$ cat config.mk
export PLATFORM = sky130hd
export DESIGN_NAME = hazard_stall_ctrl
export DESIGN_NICKNAME = d
export VERILOG_FILES = /design/src/rtl/hazard_stall_ctrl.sv
export SDC_FILE = /design/constraint.sdc
export NUM_CORES = 1
export LEC_CHECK = 0
export ABC_AREA = 1
export CORE_MARGIN = 3
export CORE_UTILIZATION = 50
export CTS_CLUSTER_SIZE = 30
export DETAILED_ROUTE_END_ITERATION = 7
export PLACE_DENSITY = 0.81
export SETUP_SLACK_MARGIN = 0.1
export SKIP_CTS_REPAIR_TIMING = 1
export SYNTH_ARGS = -nofsm -noshare
export SYNTH_HDL_FRONTEND = slang
export SYNTH_SLANG_ARGS = --single-unit
$ cat constraint.sdc
create_clock -name clk -period 1.9 [get_ports clk]
set_input_delay 0.19 -clock clk [delete_from_list [all_inputs] [get_ports clk]]
set_output_delay 0.19 -clock clk [all_outputs]
set_load 0.02 [all_outputs]
$ cat src/rtl/hazard_stall_ctrl.sv
// hazard_stall_ctrl
// Central stall/flush controller for the 5-stage pipeline. Detects read-after-
// write hazards between the D-stage sources and the E/M-stage destinations
// using the T_use/T_new scheme, sequences the multi-cycle mult/div unit, and
// keeps a saturating count of stalled cycles.
module hazard_stall_ctrl #(
  parameter int MULT_CYCLES = 5,
  parameter int DIV_CYCLES  = 10,
  parameter int CNT_W       = 32
) (
  input  logic             clk,
  input  logic             reset,
  input  logic [4:0]       D_rs,
  input  logic [4:0]       D_rt,
  input  logic [1:0]       D_Tuse_rs,
  input  logic [1:0]       D_Tuse_rt,
  input  logic             D_is_md,
  input  logic [4:0]       E_A3,
  input  logic             E_RegWrite,
  input  logic [1:0]       E_Tnew,
  input  logic [4:0]       M_A3,
  input  logic             M_RegWrite,
  input  logic [1:0]       M_Tnew,
  input  logic             E_md_start,
  input  logic             E_md_is_div,
  output logic             stall,
  output logic             PC_en,
  output logic             D_en,
  output logic             E_flush,
  output logic             md_busy,
  output logic             md_done,
  output logic [CNT_W-1:0] stall_cnt
);

  // Busy-count load values, narrowed to the 4-bit counter width.
  localparam logic [3:0] MULT_LOAD = 4'(MULT_CYCLES);
  localparam logic [3:0] DIV_LOAD  = 4'(DIV_CYCLES);
  localparam logic [CNT_W-1:0] CNT_ONE = {{(CNT_W-1){1'b0}}, 1'b1};
  localparam logic [CNT_W-1:0] CNT_MAX = {CNT_W{1'b1}};

  // One source-vs-destination hazard term. A source that is $0, or that the
  // D instruction never reads (T_use==3), cannot stall. A producer with
  // T_new <= T_use is covered by forwarding, so only T_new > T_use stalls.
  function automatic logic reg_hazard(
    input logic [4:0] src,
    input logic [1:0] tuse,
    input logic [4:0] dst,
    input logic       we,
    input logic [1:0] tnew
  );
    return (src != 5'd0) && (tuse != 2'd3) && we && (dst == src) && (tnew > tuse);
  endfunction

  logic       stall_rs_e_s;
  logic       stall_rs_m_s;
  logic       stall_rt_e_s;
  logic       stall_rt_m_s;
  logic       stall_md_s;
  logic       stall_s;
  logic [3:0] md_cnt_r;
  logic [3:0] md_cnt_nxt_s;
  logic       md_busy_r;
  logic       md_done_r;
  logic [CNT_W-1:0] stall_cnt_r;

  // Hazard detection: four register terms plus the mult/div structural term.
  always_comb begin
    stall_rs_e_s = reg_hazard(D_rs, D_Tuse_rs, E_A3, E_RegWrite, E_Tnew);
    stall_rs_m_s = reg_hazard(D_rs, D_Tuse_rs, M_A3, M_RegWrite, M_Tnew);
    stall_rt_e_s = reg_hazard(D_rt, D_Tuse_rt, E_A3, E_RegWrite, E_Tnew);
    stall_rt_m_s = reg_hazard(D_rt, D_Tuse_rt, M_A3, M_RegWrite, M_Tnew);
    // A HI/LO access in D must wait while the unit is busy or being started.
    stall_md_s   = D_is_md & (md_busy_r | E_md_start);
    stall_s      = stall_rs_e_s | stall_rs_m_s | stall_rt_e_s | stall_rt_m_s | stall_md_s;
  end

  // Next busy count: a running count always decrements; a start is only
  // accepted when the unit is idle, otherwise it is silently dropped.
  always_comb begin
    md_cnt_nxt_s = md_cnt_r;
    if (md_cnt_r != 4'd0) begin
      md_cnt_nxt_s = md_cnt_r - 4'd1;
    end else if (E_md_start) begin
      md_cnt_nxt_s = E_md_is_div ? DIV_LOAD : MULT_LOAD;
    end else begin
      md_cnt_nxt_s = 4'd0;
    end
  end

  // Mult/div sequencer state; reset abandons any operation without a done pulse.
  always_ff @(posedge clk) begin
    if (!reset) begin
      md_cnt_r  <= 4'd0;
      md_busy_r <= 1'b0;
      md_done_r <= 1'b0;
    end else begin
      md_cnt_r  <= md_cnt_nxt_s;
      md_busy_r <= (md_cnt_nxt_s != 4'd0);
      // A count of 1 always moves to 0 on this edge, so done follows it.
      md_done_r <= (md_cnt_r == 4'd1);
    end
  end

  // Saturating stall-cycle performance counter.
  always_ff @(posedge clk) begin
    if (!reset) begin
      stall_cnt_r <= {CNT_W{1'b0}};
    end else if (stall_s && (stall_cnt_r != CNT_MAX)) begin
      stall_cnt_r <= stall_cnt_r + CNT_ONE;
    end else begin
      stall_cnt_r <= stall_cnt_r;
    end
  end

  // Pipeline controls act in the same cycle the hazard is seen.
  assign stall     = stall_s;
  assign PC_en     = ~stall_s;
  assign D_en      = ~stall_s;
  assign E_flush   = stall_s;
  assign md_busy   = md_busy_r;
  assign md_done   = md_done_r;
  assign stall_cnt = stall_cnt_r;

endmodule
Word-level counts from Yosys, hierarchy flattened
Cells that the tools add are included.

word-level totals
  bits in registers = 38
  input port bits = 35
  output and inout bits = 38
  word-level logic and storage cells = 47

cells by class
  add/sub/neg operators = 2
  order comparisons = 4
  equal/unequal tests = 8
  mux-type cells = 3
  bitwise operators = 7
  reductions and logical operators = 19

operators with widths
  operator                 count
  $add A32 B1 Y32 const B  1
  $ne A32 B32 Y1 const B   1
  $eq A5 B5 Y1             4
  $logic_and A1 B1 Y1      15
  $mux W4                  3
  $reduce_bool A5 Y1       2
  $gt A2 B2 Y1             4
  $reduce_bool A4 Y1       2
  $or A1 B1 Y1             5
  $eq A4 B1 Y1 const B     1
  $ne A2 B2 Y1 const B     2
  $sub A4 B1 Y4 const B    1
  $and A1 B1 Y1            1
  $not A1 Y1               1

Depth between registers and ports, before layout
  word-level depth = 10
  mapped depth = 16
  depth with buffers taken out = 14

Worst setup path after synthesis
OpenSTA, ideal clock, no wires.

  kind = in2out
  start = input port D_Tuse_rs[1]
  end = output port PC_en
  arrival = 1.686 ns
  data required time = 1.710 ns
  path slack = 0.024 ns
  stages = 15
  path buffers = 3
  path through = inv_1 -> ha_1 -> nand2_1 -> inv_1 -> nor2_1 -> nand2_1 -> nor2_1 -> nand2_1 -> nand2_1 -> nand2_1 -> nand3_1 -> buf_4 -> buf_4 -> inv_1 -> buf_4

between the ends
  word-level cells in the longest chain between the ends = 10
  elaborated cells between the ends (all ways) = 15
  classes of those cells = order compare: 2; eq/ne: 1; bitwise: 5; reduce/logical: 7

RTL lines
  item                               RTL line  RTL
  start: declaration                 15        input logic [1:0] D_Tuse_rs,
  $ne A2 B2 Y1                       51        return (src != 5'd0) && (tuse != 2'd3) && we && (dst == src) && (tnew > tuse);
  $logic_and A1 B1 Y1 (4 in series)  51
  $or A1 B1 Y1 * (4 in series)       74        stall_s = stall_rs_e_s | stall_rs_m_s | stall_rt_e_s | stall_rt_m_s | stall_md_s;
  named net E_flush                  29        output logic E_flush,
  $not A1 Y1 *                       -
  end: declaration                   27        output logic PC_en,

Mark *: on every way through the listed nets, which the timed path passes. The rest lies on a longest branch.

Final worst setup path
  start = register stall_cnt_r[0], in the netlist stall_cnt[0]
  end = register stall_cnt_r[8], in the netlist stall_cnt[8]

between the ends
  word-level cells in the longest chain between the ends = 2
  elaborated cells between the ends (all ways) = 3
  classes of those cells = add/sub: 1; eq/ne: 1; reduce/logical: 1

RTL lines
  item                                                     RTL line  RTL
  start: declaration                                       64        logic [CNT_W-1:0] stall_cnt_r;
  start signal: assignment                                 107       stall_cnt_r <= {CNT_W{1'b0}};
  start signal: assignment                                 109       stall_cnt_r <= stall_cnt_r + CNT_ONE;
  start signal: assignment                                 111       stall_cnt_r <= stall_cnt_r;
  branches (longest 2 deep; another with $add A32 B1 Y32)  -

Parallel ways; which one is timed is not known.
A chain may end at the register's enable or synchronous reset.

==> results.json <==
{
  "antenna_found_initial": 0,
  "finalSetupViolCount": 0,
  "die_area_mm2": 0.00668,
  "cp_max_fo": 5,
  "grt-ovfl-total": 0,
  "ios": 73,
  "detail-route-antenna-nets": 0,
  "h-tree-depth": 2,
  "gr-max-usage-layer": "met2",
  "cts_tree": "built",
  "fin_nets": 617,
  "initial_core_util_pct": 53.8,
  "met3_usage_pct": 5.15,
  "critPathCaptureType": "flop",
  "grt.met1_usage_pct": 29.9,
  "p_int_uw": 1770,
  "rr_worst_depth": 12,
  "die_w_um": 81.7,
  "cp.required_ns": 2.13,
  "grt_max_degree": 35,
  "clockPowerShare_pct": 32.4,
  "rsz0062_at_grt": "yes",
  "grt_pass1_vias": 2946,
  "synth_area_mm2": 0.00287,
  "synth_seq_area_share_pct": 26.5,
  "root_buffer": "clkbuf_8",
  "drtIter0Drc": 241,
  "synthCells": 476,
  "areaGrowthSynthToFinish_pct": 50.3,
  "syn_area_per_cell_um2": 6.02,
  "layout_commonest_cell": "nand2_1",
  "vdd_drop_max_mv": 0.551,
  "vias": 3385,
  "drive_gt1_share_pct": 21.7,
  "final_cell_mix": "nand2_1, inv_1, nor2_1",
  "clk_latency_ns": 0.30,
  "critPathLaunchType": "flop",
  "period_share_pct": 93.9,
  "worstHoldPathCells": 2,
  "synth_area_leaders": "dfxtp_1, nand2_1, nor2_1, inv_1, nand3_1",
  "place_area_mm2": 0.00377,
  "switchingPower_uw": 826,
  "dp_hpwl_mm": 5.79,
  "p_sw_share_pct": 31.8,
  "synth_top_area_share_pct": 26.5,
  "gp_congestion": 0.851,
  "hold_ws_ns": 0.522,
  "cap_violations": 0,
  "cts.sinks": 38,
  "leakagePower_uw": 0.00214,
  "seqPwrFrac_pct": 34.2,
  "slew-limit-headroom_pct": 75.6,
  "p_comb_share_pct": 33.4,
  "die_y_um": 81.7,
  "critPathKind": "flop to flop",
  "firstDrtPassIters": 5,
  "ys_types": 31,
  "clk_path_buf_depth": 2,
  "met2_usage_pct": 40.4,
  "wl_mm": 9.09,
  "avgRoutedWirePerCell_um": 14.2,
  "worstMarginPinSlew_ns": 0.366,
  "fp.coreArea_mm2": 0.00534,
  "grt_usage_pct": 24.0,
  "fmax_ghz": 0.560,
  "synth_fp_nets": 523,
  "drcViolationCount": 0,
  "crit_arrival_ns": 2.02,
  "vias_per_cell": 5.28,
  "design_area_mm2": 0.00431,
  "yosysTopAreaCell": "dfxtp_1",
  "fp-row-count": 26,
  "ys_seq_elements": 38,
  "slew_viol_final": 0,
  "numCtsBuffers": 5,
  "fin_skew_ns": 0.00700,
  "hp-class": "flop to flop",
  "period_needed_ns": 1.78,
  "power_density_mw_per_mm2": 603,
  "antennaDiodeCount": 0,
  "grt_pass1_wl_mm": 12.7,
  "ys_warn_count": 0,
  "r2r_slack_ns": 0.12,
  "clkTransAtPathRegs_ns": 0.08,
  "final_hold_viol_count": 0,
  "status": "completed",
  "numPortBuffers": 72
}
## worst max-delay path: stages (launching register included)
cell and delay [ns]:
dfxtp_2 0.36, ha_4 0.15, nand2_4 0.06, nor2_4 0.14, nand2_2 0.11, nor2_4 0.18, nand4_4 0.16, buf_6 0.17
nand2_4 0.08, nor2_2 0.05, nand3_1 0.07, nand2_1 0.06, nor2_1 0.12
## area by class of cell
type | count | area (um^2)
Clock inverter | 3 | 68.8
Clock buffer | 5 | 68.8
Multi-Input combinational cell | 345 | 1940
Inverter | 79 | 297
Sequential cell | 38 | 776
Tap cell | 70 | 87.6
Timing Repair Buffer | 101 | 1070
Fill cell | 383 | 1020
## through the flow
step           cells  utilization [%]  setup slack (ns)  setup TNS [ns]  total power, uW
2_1_floorplan    476                -             0.115               0             1390
3_3_place_gp     625             70.7            -0.509          -12.37             1630
3_5_place_dp     625             70.7            -0.602          -16.02             1660
4_1_cts          633             73.2            -0.611           -6.32             2490
5_1_grt          641             80.8            0.0181               0             2720
6_report         641             80.8             0.116               0             2600
## layer usage
| metal | wire length (um) | vias up |
|---|---|---|
| li1 | - | 1665 |
| met1 | 3640 | 1559 |
| met2 | 4640 | 142 |
| met3 | 648 | 19 |
| met4 | 159 | 0 |
| met5 | 0 | - |
## synthesized netlist by cell type, drive strengths merged
library cell / count
nand2: 125
nor2: 86
inv: 79
nand3: 50
dfxtp: 38
a21oi: 34
buf: 13
ha: 12
nand4: 7
o21ai: 7
xnor2: 6
xor2: 6
nor3: 4
o21bai: 3
a21boi: 1
a41oi: 1
and2: 1
clkbuf: 1
nand3b: 1
or3: 1
## state kept, by name (all words and copies together) (netlist names)
register,cells
md_cnt_r,4
md_done,1
md_busy,1
stall_cnt,32
## power by group through the flow
stage	combinational, uW	sequential (uW)	clock [uW]
floorplan	465	928	0
global placement	731	903	0
detailed placement	754	904	0
CTS	759	886	850
global route	956	898	868
finish	868	889	842
## final timing paths
kind / end / startpoint
setup / recovery: stall_cnt[8]$_SDFFE_PN0P_ / stall_cnt[0]$_SDFFE_PN0P_
setup reg to reg: stall_cnt[8]$_SDFFE_PN0P_ / stall_cnt[0]$_SDFFE_PN0P_
hold / removal: stall_cnt[10]$_SDFFE_PN0P_ / stall_cnt[10]$_SDFFE_PN0P_
hold reg to reg: stall_cnt[10]$_SDFFE_PN0P_ / stall_cnt[10]$_SDFFE_PN0P_
## cell families (layout without fill, tap and decap cells)
family | after synthesis | in the layout | share of synthesized area, %
simple gates | 275 | 275 | 42.4
buf+inv | 93 | 188 | 13.7
compound gates | 46 | 46 | 8.51
flops | 38 | 38 | 26.5
fa+ha+maj | 12 | 12 | 5.24
xor+xnor | 12 | 12 | 3.66
(Power assumes the default switching activity.)
